==> config.mk <==
export PLATFORM = sky130hd
export DESIGN_NAME = branch_predictor
export DESIGN_NICKNAME = d
export VERILOG_FILES = /design/src/rtl/bp_pkg.sv /design/src/rtl/branch_predictor_bht.sv /design/src/rtl/branch_predictor.sv
export SDC_FILE = /design/constraint.sdc
export NUM_CORES = 1
export LEC_CHECK = 0
export BUFFER_PORTS_ARGS = -buffer_cell sky130_fd_sc_hd__buf_2
export CAP_MARGIN = 20
export CORE_AREA = 2 2 160 162
export DETAILED_ROUTE_END_ITERATION = 7
export DIE_AREA = 0 0 162 164
export GPL_ROUTABILITY_DRIVEN = 0
export PLACE_DENSITY = 0.72
export SYNTH_ARGS = -nofsm -noshare
export SYNTH_HDL_FRONTEND = slang
export SYNTH_SLANG_ARGS = --single-unit
==> constraint.sdc <==
create_clock -name clk -period 9.8 [get_ports clk]
set_input_delay 0.98 -clock clk [delete_from_list [all_inputs] [get_ports clk]]
set_output_delay 0.98 -clock clk [all_outputs]
set_load 0.01 [all_outputs]
==> src/rtl/bp_pkg.sv <==
// Shared constants and types for the fetch-stage branch predictor.
package bp_pkg;

    localparam logic [6:0] OP_BRANCH = 7'b1100011;
    localparam logic [6:0] OP_JAL    = 7'b1101111;

    localparam logic [1:0] PCSRC_SEQ  = 2'b00;
    localparam logic [1:0] PCSRC_PRED = 2'b01;
    localparam logic [1:0] PCSRC_MISP = 2'b10;

    typedef enum logic [1:0] {
        SNT = 2'b00,
        WNT = 2'b01,
        WT  = 2'b10,
        ST  = 2'b11
    } bht_state_t;

    // Saturating 2-bit counter step toward the resolved direction.
    function automatic bht_state_t sat_update(input bht_state_t s, input logic taken);
        bht_state_t r;
        r = s;
        if (taken) begin
            if (s != ST) r = bht_state_t'(2'(s + 2'd1));
        end else begin
            if (s != SNT) r = bht_state_t'(2'(s - 2'd1));
        end
        return r;
    endfunction

endpackage

==> src/rtl/branch_predictor_bht.sv <==
// Branch history table: 2-bit counters, combinational read, clocked saturating update.
module bht
    import bp_pkg::*;
#(
    parameter int unsigned IDX_BITS = 6
) (
    input  logic                clk,
    input  logic                reset_n,
    input  logic [IDX_BITS-1:0] rd_idx_i,
    output bht_state_t          rd_state_o,
    input  logic                upd_en_i,
    input  logic [IDX_BITS-1:0] upd_idx_i,
    input  logic                upd_taken_i
);

    localparam int unsigned ENTRIES = 1 << IDX_BITS;

    bht_state_t cnt_q [ENTRIES];
    bht_state_t cnt_d [ENTRIES];

    // Read sees the registered value, so a same-cycle update shows up next cycle.
    assign rd_state_o = cnt_q[rd_idx_i];

    // Next-state: only the resolving entry moves.
    always_comb begin
        cnt_d = cnt_q;
        if (upd_en_i) begin
            cnt_d[upd_idx_i] = sat_update(cnt_q[upd_idx_i], upd_taken_i);
        end
    end

    // Counter array; every entry resets to weakly not-taken.
    always_ff @(posedge clk or negedge reset_n) begin
        if (!reset_n) begin
            for (int i = 0; i < int'(ENTRIES); i++) begin
                cnt_q[i] <= WNT;
            end
        end else begin
            cnt_q <= cnt_d;
        end
    end

endmodule

==> src/rtl/branch_predictor.sv <==
// Fetch-stage dynamic branch predictor: decode, target generation, BHT lookup,
// Execute-stage training and redirect arbitration.
// Optional build macro BP_GSHARE_EN: XOR a global history register into the index.
module branch_predictor
    import bp_pkg::*;
#(
    parameter int unsigned IDX_BITS = 6,
    parameter int unsigned GHR_BITS = 6
) (
    input  logic                clk,
    input  logic                reset_n,
    input  logic [31:0]         PCF,
    input  logic [31:0]         InstrF,
    input  logic                BranchE,
    input  logic                TakenE,
    input  logic                PredTakenE,
    input  logic                JalrE,
    input  logic [IDX_BITS-1:0] BhtIdxE,
    output logic [1:0]          PCSrc,
    output logic [31:0]         TargetAddr,
    output logic                PredTakenF,
    output logic [IDX_BITS-1:0] BhtIdxF
);

    logic [6:0]          opcode;
    logic [31:0]         imm_b;
    logic [31:0]         imm_j;
    logic [IDX_BITS-1:0] pc_idx;
    logic                misp;
    bht_state_t          rd_state;

    assign opcode = InstrF[6:0];
    assign imm_b  = {{19{InstrF[31]}}, InstrF[31], InstrF[7], InstrF[30:25], InstrF[11:8], 1'b0};
    assign imm_j  = {{11{InstrF[31]}}, InstrF[31], InstrF[19:12], InstrF[20], InstrF[30:21], 1'b0};
    assign pc_idx = PCF[IDX_BITS+1:2];
    assign misp   = (BranchE && (TakenE != PredTakenE)) || JalrE;

`ifdef BP_GSHARE_EN
    logic [GHR_BITS-1:0] ghr_q;
    logic [GHR_BITS-1:0] ghr_d;

    // History shifts in each resolved conditional branch, newest in the LSB.
    always_comb begin
        ghr_d = ghr_q;
        if (BranchE) begin
            ghr_d = GHR_BITS'({ghr_q, TakenE});
        end
    end

    // Global history register.
    always_ff @(posedge clk or negedge reset_n) begin
        if (!reset_n) begin
            ghr_q <= '0;
        end else begin
            ghr_q <= ghr_d;
        end
    end

    assign BhtIdxF = pc_idx ^ IDX_BITS'(ghr_q);
`else
    assign BhtIdxF = pc_idx;
`endif

    bht #(
        .IDX_BITS (IDX_BITS)
    ) u_bht (
        .clk         (clk),
        .reset_n     (reset_n),
        .rd_idx_i    (BhtIdxF),
        .rd_state_o  (rd_state),
        .upd_en_i    (BranchE),
        .upd_idx_i   (BhtIdxE),
        .upd_taken_i (TakenE)
    );

    // Decode the fetched instruction into a prediction and its target.
    always_comb begin
        PredTakenF = 1'b0;
        TargetAddr = 32'(PCF + 32'd4);
        if (opcode == OP_BRANCH) begin
            PredTakenF = rd_state[1];
            TargetAddr = 32'(PCF + imm_b);
        end else if (opcode == OP_JAL) begin
            PredTakenF = 1'b1;
            TargetAddr = 32'(PCF + imm_j);
        end
    end

    // Execute redirect outranks any fetch prediction.
    always_comb begin
        PCSrc = PCSRC_SEQ;
        if (misp) begin
            PCSrc = PCSRC_MISP;
        end else if (PredTakenF) begin
            PCSrc = PCSRC_PRED;
        end
    end

endmodule

# Word level (Yosys, flattened, before mapping)
# Cells that the tools add are included.
classes:
  n_eq_ne: 4
  magnitude_cmp: 3
  reduce_logical: 4
  bitwise: 2
  mux: 19
  n_addsub: 5
op_table:
  columns: ["cell", "count"]
  rows:
  - ["128-bit bitwise mux", 1]
  - ["32-bit adder", 2]
  - ["32-bit 2-to-1 mux", 2]
  - ["32-bit by 3-bit adder with 32-bit output (second input constant)", 1]
  - ["2-bit binary-select mux with 6-bit select", 2]
  - ["2-bit 2-to-1 mux", 10]
  - ["7-bit equality test (second input constant)", 2]
  - ["7-bit >= comparator (second input constant)", 2]
  - ["6-bit NOT with 7-bit output", 2]
  - ["2-bit demux with 6-bit select", 1]
  - ["7-bit by 1-bit less-than comparator with 1-bit output (second input constant)", 1]
  - ["1-bit 2-to-1 mux", 3]
  - ["2-bit by 1-bit adder with 2-bit output (second input constant)", 1]
  - ["1-bit logical AND", 2]
  - ["2-bit inequality test (second input constant)", 1]
  - ["2-bit nonzero test", 1]
  - ["2-bit by 1-bit subtractor with 2-bit output (second input constant)", 1]
  - ["1-bit logical OR", 1]
  - ["1-bit inequality test", 1]
totals:
  output_inout_bits: 41
  inputBits: 76
  ff_bits: 128
  elab_cells: 101

# Depth between registers and ports, before layout
# Gate-level depths: netlist of the first run.
logic_depth:
  ltp_word: 9
  depth_mapped: 12

# By module
# A second synthesis of the first run with hierarchy kept.
unflattened:
  hier_cells: 1292
  hier_area_um2: 11408.4
modules_own_cells:
  columns: ["module", "instances", "area_each_um2", "cells_each"]
  rows:
  - ["bht", 1, 7429.6, 686]
  - ["branch_predictor", 1, 3978.8, 606]

# Least setup slack after synthesis of the first run
# No wires, ideal clock.
synth_timing:
  path_kind: "in2out"
  start: "input PCF[2]"
  end: "output TargetAddr[19]"
  n_path_buf: 2
  stages: 12
  arrival_ns: 3.846
  path_slack_ns: 4.974
  path_cell_list: "buf_2 buf_2 inv_1 fa_1 nand2b_1 a21oi_1 a21o_1 or4_1 a311oi_1 or4b_2 a21oi_1 a211o_1"
synth_between:
  elab_chain_cells: 3
synth_lines:
  columns: ["item", "line", "rtl"]
  rows:
  - ["start, declared", "branch_predictor.sv:12", "input logic [31:0] PCF,"]
  - ["32-bit by 3-bit adder with 32-bit output or 32-bit adder (tied branches)", "branch_predictor.sv:79, branch_predictor.sv:85", null]
  - ["32-bit 2-to-1 mux", "branch_predictor.sv:83", "end else if (opcode == OP_JAL) begin"]
  - ["32-bit 2-to-1 mux *", "branch_predictor.sv:80", "if (opcode == OP_BRANCH) begin"]
  - ["end, declared", "branch_predictor.sv:20", "output logic [31:0] TargetAddr,"]
# Mark *: on every way between the ends. The rest lies on a longest branch, timed or not.

# Final worst setup path of the first run
layout_timing:
  start: "input PCF[2]"
  end: "output TargetAddr[24]"
# The elaborated chain is that of the path after synthesis.

==> results.cfg, run 1 <==
[cts]
cts-buffers-inserted = 17
cts_max_level = 4
postCtsSetupBuffers = 0
cts_tree = done
ctsHoldBuffers = 0
max-clock-path-buffers = 2
cts-resized-gates = 0
clk_latency_ps = 430
cts.sinks = 128
clkTransAtPathRegs_ps = 50
cts_root_buf = clkbuf_16

[drt]
drtAntennaViolNets = 0
wirelength_um = 33150
wl_per_cell_um = 20.26
drtPass1Iterations = 5
vias_per_cell = 6.287
drtIter0Drc = 1131
drc = 0
num_vias = 10290

[cells_and_area]
top_regs = u_bht.cnt_q x128
fin_cells = 1636
regMostFlops = u_bht.cnt_q
multi_input_area_um2 = 7174
nets = 1416
nFillCells = 2344
final_cell_mix = nand2_1 (138), nor2_1 (134), buf_2 (113)
largest_reg_flops = 128
n_antenna_cell = 0
layout_commonest_cell = nand2_1
area_growth_pct = 10.14
register_area_um2 = 3283
drive_gt1_frac = 0.2810

[logic_synthesis]
synth-main-ff-cell = dfstp_2
ys_ff_latch = 128
synth.area.mux_share = 0.1624
synth-simple-area-share = 0.1904
synth_top_family_by_area = compound AO/OA/AOI/OAI gates
synth_edf_count = 0
yosysWarnings = 0
synth_fa_ha_area_frac = 0.05606
synthesis.area_um2 = 10980
syn-num-nets = 1357
synthArstFlopShare = 1.000
syn_avg_cell_area_um2 = 8.891
synth_cell_type_count = 84
yosysSeqAreaShare = 0.2990
synthXorXnorAreaFrac = 0.03510
synthCells = 1235
synth_compound_area_frac = 0.2080

[sta]
finalSetupViolCount = 0
finClkSkew_ps = 6.697
rsz0062_at_grt = false
maxSlewViolCount = 0
holdWs_ps = 508.2
hold_viol = 0
max_slew_margin = 0.3215
tightest_slew_ps = 1014
final.setup.tns_ps = 0
max_freq_mhz = 182.4
timing.final.crit_share = 0.5593
min_period_ps = 5481

[run]
cap_violations = 0

[worst_setup_path]
reg2reg_slack_ps = 6430
crit_path_end_kind = primary output
worstSetupPathType = input port to primary output
worstPathRequired_ps = 8820
crit_fanout = 23
cpPeakStageDelay_ps = 570
arrival_ps = 4500
cp-start-kind = input port
path_cells = buf_2 -> ha_1 -> a211oi_1 -> o21ai_0 -> a21oi_1 -> nor2_1 -> a21boi_0 -> o21ai_0 -> a2111oi_0 -> a211o_1 -> buf_2
critPathSlowestCell = a21boi_0

[floorplan]
die_area_um2 = 26570
ios = 117
die_h_um = 164
placementRows = 58
fp.dieW_um = 162
start_util = 0.4424
core_area_um2 = 24820

[pwr]
vdd_drop_max_mv = 0.08794
power_frac_comb = 0.289
switching_share = 0.3284
power.leakage_nw = 4.845
power.switching_mw = 0.5829
internal_power_mw = 1.192
pwr-share-clk = 0.316
seq_power_share = 0.395
powerDensity_nw_per_um2 = 146.8

[grt]
grt_pass1_vias = 9857
overflow = 0
grt_usage = 0.2496
grt_pass1_wl_um = 52350
grt_max_degree = 69
antenna_found_initial = 0

[place]
port_buffers = 114
dp_hpwl_um = 23170
place_inst = 1605

[min_path]
hold_class = flip-flop to flip-flop

[run_status]
status = complete, no violations
## synthesized netlist by cell type (6+ instances only)
library cell    n  area [µm²]
a21oi_1        72       360.4
inv_1          18       67.56
dfstp_2        64        1682
buf_1           6       22.52
a211oi_1       13       97.59
mux2i_1         9       90.09
xnor2_1        23       201.4
buf_6          10       112.6
nand2b_1        8       50.05
o221ai_1        8       70.07
a21oi_2        22       192.7
ha_1           44       550.5
a22oi_1        14       105.1
o21ai_1        30       150.1
buf_2          11       55.05
a221oi_1       11       96.34
a31oi_1        12       75.07
nand4_1        17       106.4
nand2_1       138       518.0
mux4_2         34       765.7
o21ai_0        60       300.3
and3_1         19       118.9
o211ai_1       11       82.58
xor2_1         21       183.9
a21o_1         15       112.6
nor3_1         19       95.09
buf_4          15       112.6
dfrtp_1        64        1602
clkbuf_1       40       150.1
and2_1         12       75.07
mux2_2         79       889.6
nor4_1          8       50.05
o21a_1          6       45.04
o22ai_1         9       56.30
nor2b_1        11       68.82
nor2_1        134       503.0
nand3_1        39       195.2
## through the flow
stage / area [µm²] / setup slack, ps / power (mW) / util
after detailed placement: 11580 / 4353 / 1.211 / 0.4667
after floorplan: 10980 / 4974 / 1.067 / -
after CTS: 12090 / 4361 / 1.771 / 0.4873
after global placement: 11580 / 4517 / 1.193 / 0.4667
final: 12090 / 4319 / 1.775 / 0.4873
after global routing: 12090 / 3928 / 1.857 / 0.4873
## path summary, 6_finish.rpt
path	endpoint	cells past startpoint	from
hold reg to reg	u_bht.cnt_q[47]	2	u_bht.cnt_q[47]
setup / recovery	TargetAddr[24]	11	PCF[2]
max in group asynchronous	u_bht.cnt_q[45]	2	reset_n
setup reg to reg	u_bht.cnt_q[119]	9	u_bht.cnt_q[68]
hold / removal	u_bht.cnt_q[47]	2	u_bht.cnt_q[47]
min in group asynchronous	u_bht.cnt_q[17]	1	reset_n
## worst max-delay path, delay by kind of cell
family | cells | cell delay, ps
AO/OA/AOI/OAI | 7 | 2330
buffers and inverters | 2 | 690
adder cells (fa/ha/maj) | 1 | 380
AND/OR/NAND/NOR | 1 | 110
## power by group through the flow
| stage | Combinational [mW] | Clock [mW] | Sequential (mW) |
|---|---|---|---|
| after detailed placement | 0.505 | 0 | 0.706 |
| final | 0.513 | 0.561 | 0.701 |
| after global placement | 0.494 | 0 | 0.699 |
| after floorplan | 0.385 | 0 | 0.682 |
| after global routing | 0.562 | 0.585 | 0.710 |
| after CTS | 0.507 | 0.565 | 0.698 |
## routing by layer
layer,GRT usage,vias up,part of all wire
li1,-,4726,-
met1,0.3416,4876,0.42
met2,0.3770,579,0.44
met3,0.06187,105,0.11
met4,0.1062,0,0.036
met5,0,-,0
## cell families (layout without fill, tap and decap cells)
kind of cell	Yosys count	in the layout
adder cells (fa/ha/maj)	48	48
buffers and inverters	102	173
multiplexers	125	125
flip-flops	128	128
XOR/XNOR	44	44
AND/OR/NAND/NOR	444	444
AO/OA/AOI/OAI	344	344
## final cells by class
| class | instances | share of cell area |
|---|---|---|
| clock buffer | 25 | 0.03931 |
| multi-input combinational | 1005 | 0.5932 |
| clock inverter | 6 | 0.003000 |
| timing repair buffer | 123 | 0.05297 |
| inverter | 19 | 0.005897 |
| tap | 330 | 0.03414 |
| sequential | 128 | 0.2715 |
Power figures use the tool's default switching activity.
==> run 2: changes to the inputs <==
- PLACE_DENSITY: 0.72 -> 0.74
- clock period: 9.8 -> 4.73 ns (I/O delays scaled with it)
==> results.cfg, run 2 (same netlist as run 1, synthesis figures left out) <==
[drt]
wirelength_um = 33330
drc = 0
drtIter0Drc = 1266
drtPass1Iterations = 6
vias_per_cell = 6.375
drtAntennaViolNets = 0
wl_per_cell_um = 20.27
num_vias = 10480

[worst_setup_path]
arrival_ps = 3550
worstSetupPathType = input port to primary output
path_cells = buf_2 -> inv_1 -> fa_1 -> nand2b_1 -> a21oi_1 -> a21o_1 -> or4_1 -> a311oi_1 -> or4b_2 -> a21oi_1 -> a211o_1 -> buf_2
crit_buf_inv = 3
crit_path_end_kind = primary output
cpPeakStageDelay_ps = 670
crit_fanout = 14
cp-start-kind = input port
cp_top_family = simple AND/OR/NAND/NOR gates
worstPathRequired_ps = 4260
critPathSlowestCell = or4b_2

[cts]
clkTransAtPathRegs_ps = 60
cts.sinks = 128
clk_latency_ps = 430
cts_max_level = 4
cts_root_buf = clkbuf_16
postCtsSetupBuffers = 0
cts-resized-gates = 0
cts_tree = done
cts-buffers-inserted = 17
max-clock-path-buffers = 2
ctsHoldBuffers = 0

[pwr]
power.leakage_nw = 4.914
seq_power_share = 0.374
pwr-share-clk = 0.346
switching_share = 0.3154
power.switching_mw = 1.220
internal_power_mw = 2.648
vdd_drop_max_mv = 0.2290
powerDensity_nw_per_um2 = 315.6
power_frac_comb = 0.280

[sta]
rsz0062_at_grt = false
timing.final.crit_share = 0.8507
max_slew_margin = 0.2208
layout_setup_ws_ps = 706.2
finClkSkew_ps = 9.432
final.setup.tns_ps = 0
maxSlewViolCount = 0
hold_viol = 0
finalSetupViolCount = 0
min_period_ps = 4024
max_freq_mhz = 248.5
tightest_slew_ps = 1160

[cells_and_area]
final_util = 0.4938
drive_gt1_frac = 0.2861
top_regs = u_bht.cnt_q x128
nets = 1423
largest_reg_flops = 128
nFillCells = 2274
final_cell_mix = nand2_1 (138), nor2_1 (134), buf_2 (113)
n_antenna_cell = 0
area_growth_pct = 11.61
regMostFlops = u_bht.cnt_q
layout_commonest_cell = nand2_1

[grt]
overflow = 0
grt_pass1_vias = 9774
antenna_found_initial = 0
grt_pass1_wl_um = 52670
grt_usage = 0.2493
grt_max_degree = 65

[run]
cap_violations = 0

[floorplan]
die_area_um2 = 26570
placementRows = 58
core_area_um2 = 24820
ios = 117
die_h_um = 164
fp.dieW_um = 162
start_util = 0.4424

[place]
dp_hpwl_um = 23450
place_ws_ps = 695.4
port_buffers = 114

[min_path]
hold_class = input port to async pin

[run_status]
status = complete, no violations
run 2: cell types whose count changed in the layout (fill, tap and decap cells not counted), sizes merged:
cell      change
buf           +7
bufinv        +3
clkbuf        -2
clkinv        -4
clkinvlp      +4
run 2: worst register-to-register path: cells and delay by family (launching register included):
family,cells,cell delay (ps)
compound gates,4,990
fa+ha+maj,1,580
flops,1,360
simple gates,2,350
mux,1,270
buf+inv,1,250
run 2: final timing paths:
check | startpoint | end | slack, ps | depth (start not counted)
worst max-delay path | PCF[2] | TargetAddr[19] | 710 | 12
min in group clk | u_bht.cnt_q[7] | u_bht.cnt_q[7] | 510 | 2
worst min register to register | u_bht.cnt_q[7] | u_bht.cnt_q[7] | 510 | 2
max in group asynchronous | reset_n | u_bht.cnt_q[42] | 3650 | 2
worst max register to register | u_bht.cnt_q[60] | u_bht.cnt_q[119] | 1780 | 9
worst min-delay path | reset_n | u_bht.cnt_q[15] | 90 | 1
run 2: stage by stage:
step / hold slack, ps / total power, mW / cell area (µm²) / cells
3_5_place_dp: 491.8 / 2.515 / 11650 / 1612
2_1_floorplan: 177.4 / 2.212 / 10980 / 1235
3_3_place_gp: 479.1 / 2.480 / 11650 / 1612
4_1_cts: 112.6 / 3.857 / 12260 / 1644
5_1_grt: 145.3 / 4.048 / 12260 / 1644
6_report: 86.77 / 3.868 / 12260 / 1644
run 2: power groups by stage:
stage                     Combinational (mW)  Clock (mW)  Sequential, mW
after floorplan                        0.798           0            1.41
after global placement                  1.04           0            1.45
after detailed placement                1.06           0            1.45
after CTS                               1.07        1.35            1.44
after global routing                    1.18        1.41            1.46
final                                   1.08        1.34            1.45
run 2: final cells by class:
type / count / area [µm²] / area share
well taps: 330 / 412.9 / 0.03369
clock inverters: 9 / 132.6 / 0.01082
flip-flops and latches: 128 / 3283 / 0.2679
clock buffers: 23 / 467.9 / 0.03818
multi-input cells: 1005 / 7169 / 0.5850
repair buffers: 130 / 718.2 / 0.05860
inverters: 19 / 71.32 / 0.005819
run 2: metal layers:
metal | GRT usage | vias up | part of all wire
li1 | - | 4741 | -
met1 | 0.3424 | 5052 | 0.42
met2 | 0.3880 | 607 | 0.45
met3 | 0.05884 | 81 | 0.11
met4 | 0.08367 | 0 | 0.028
met5 | 0 | - | 0
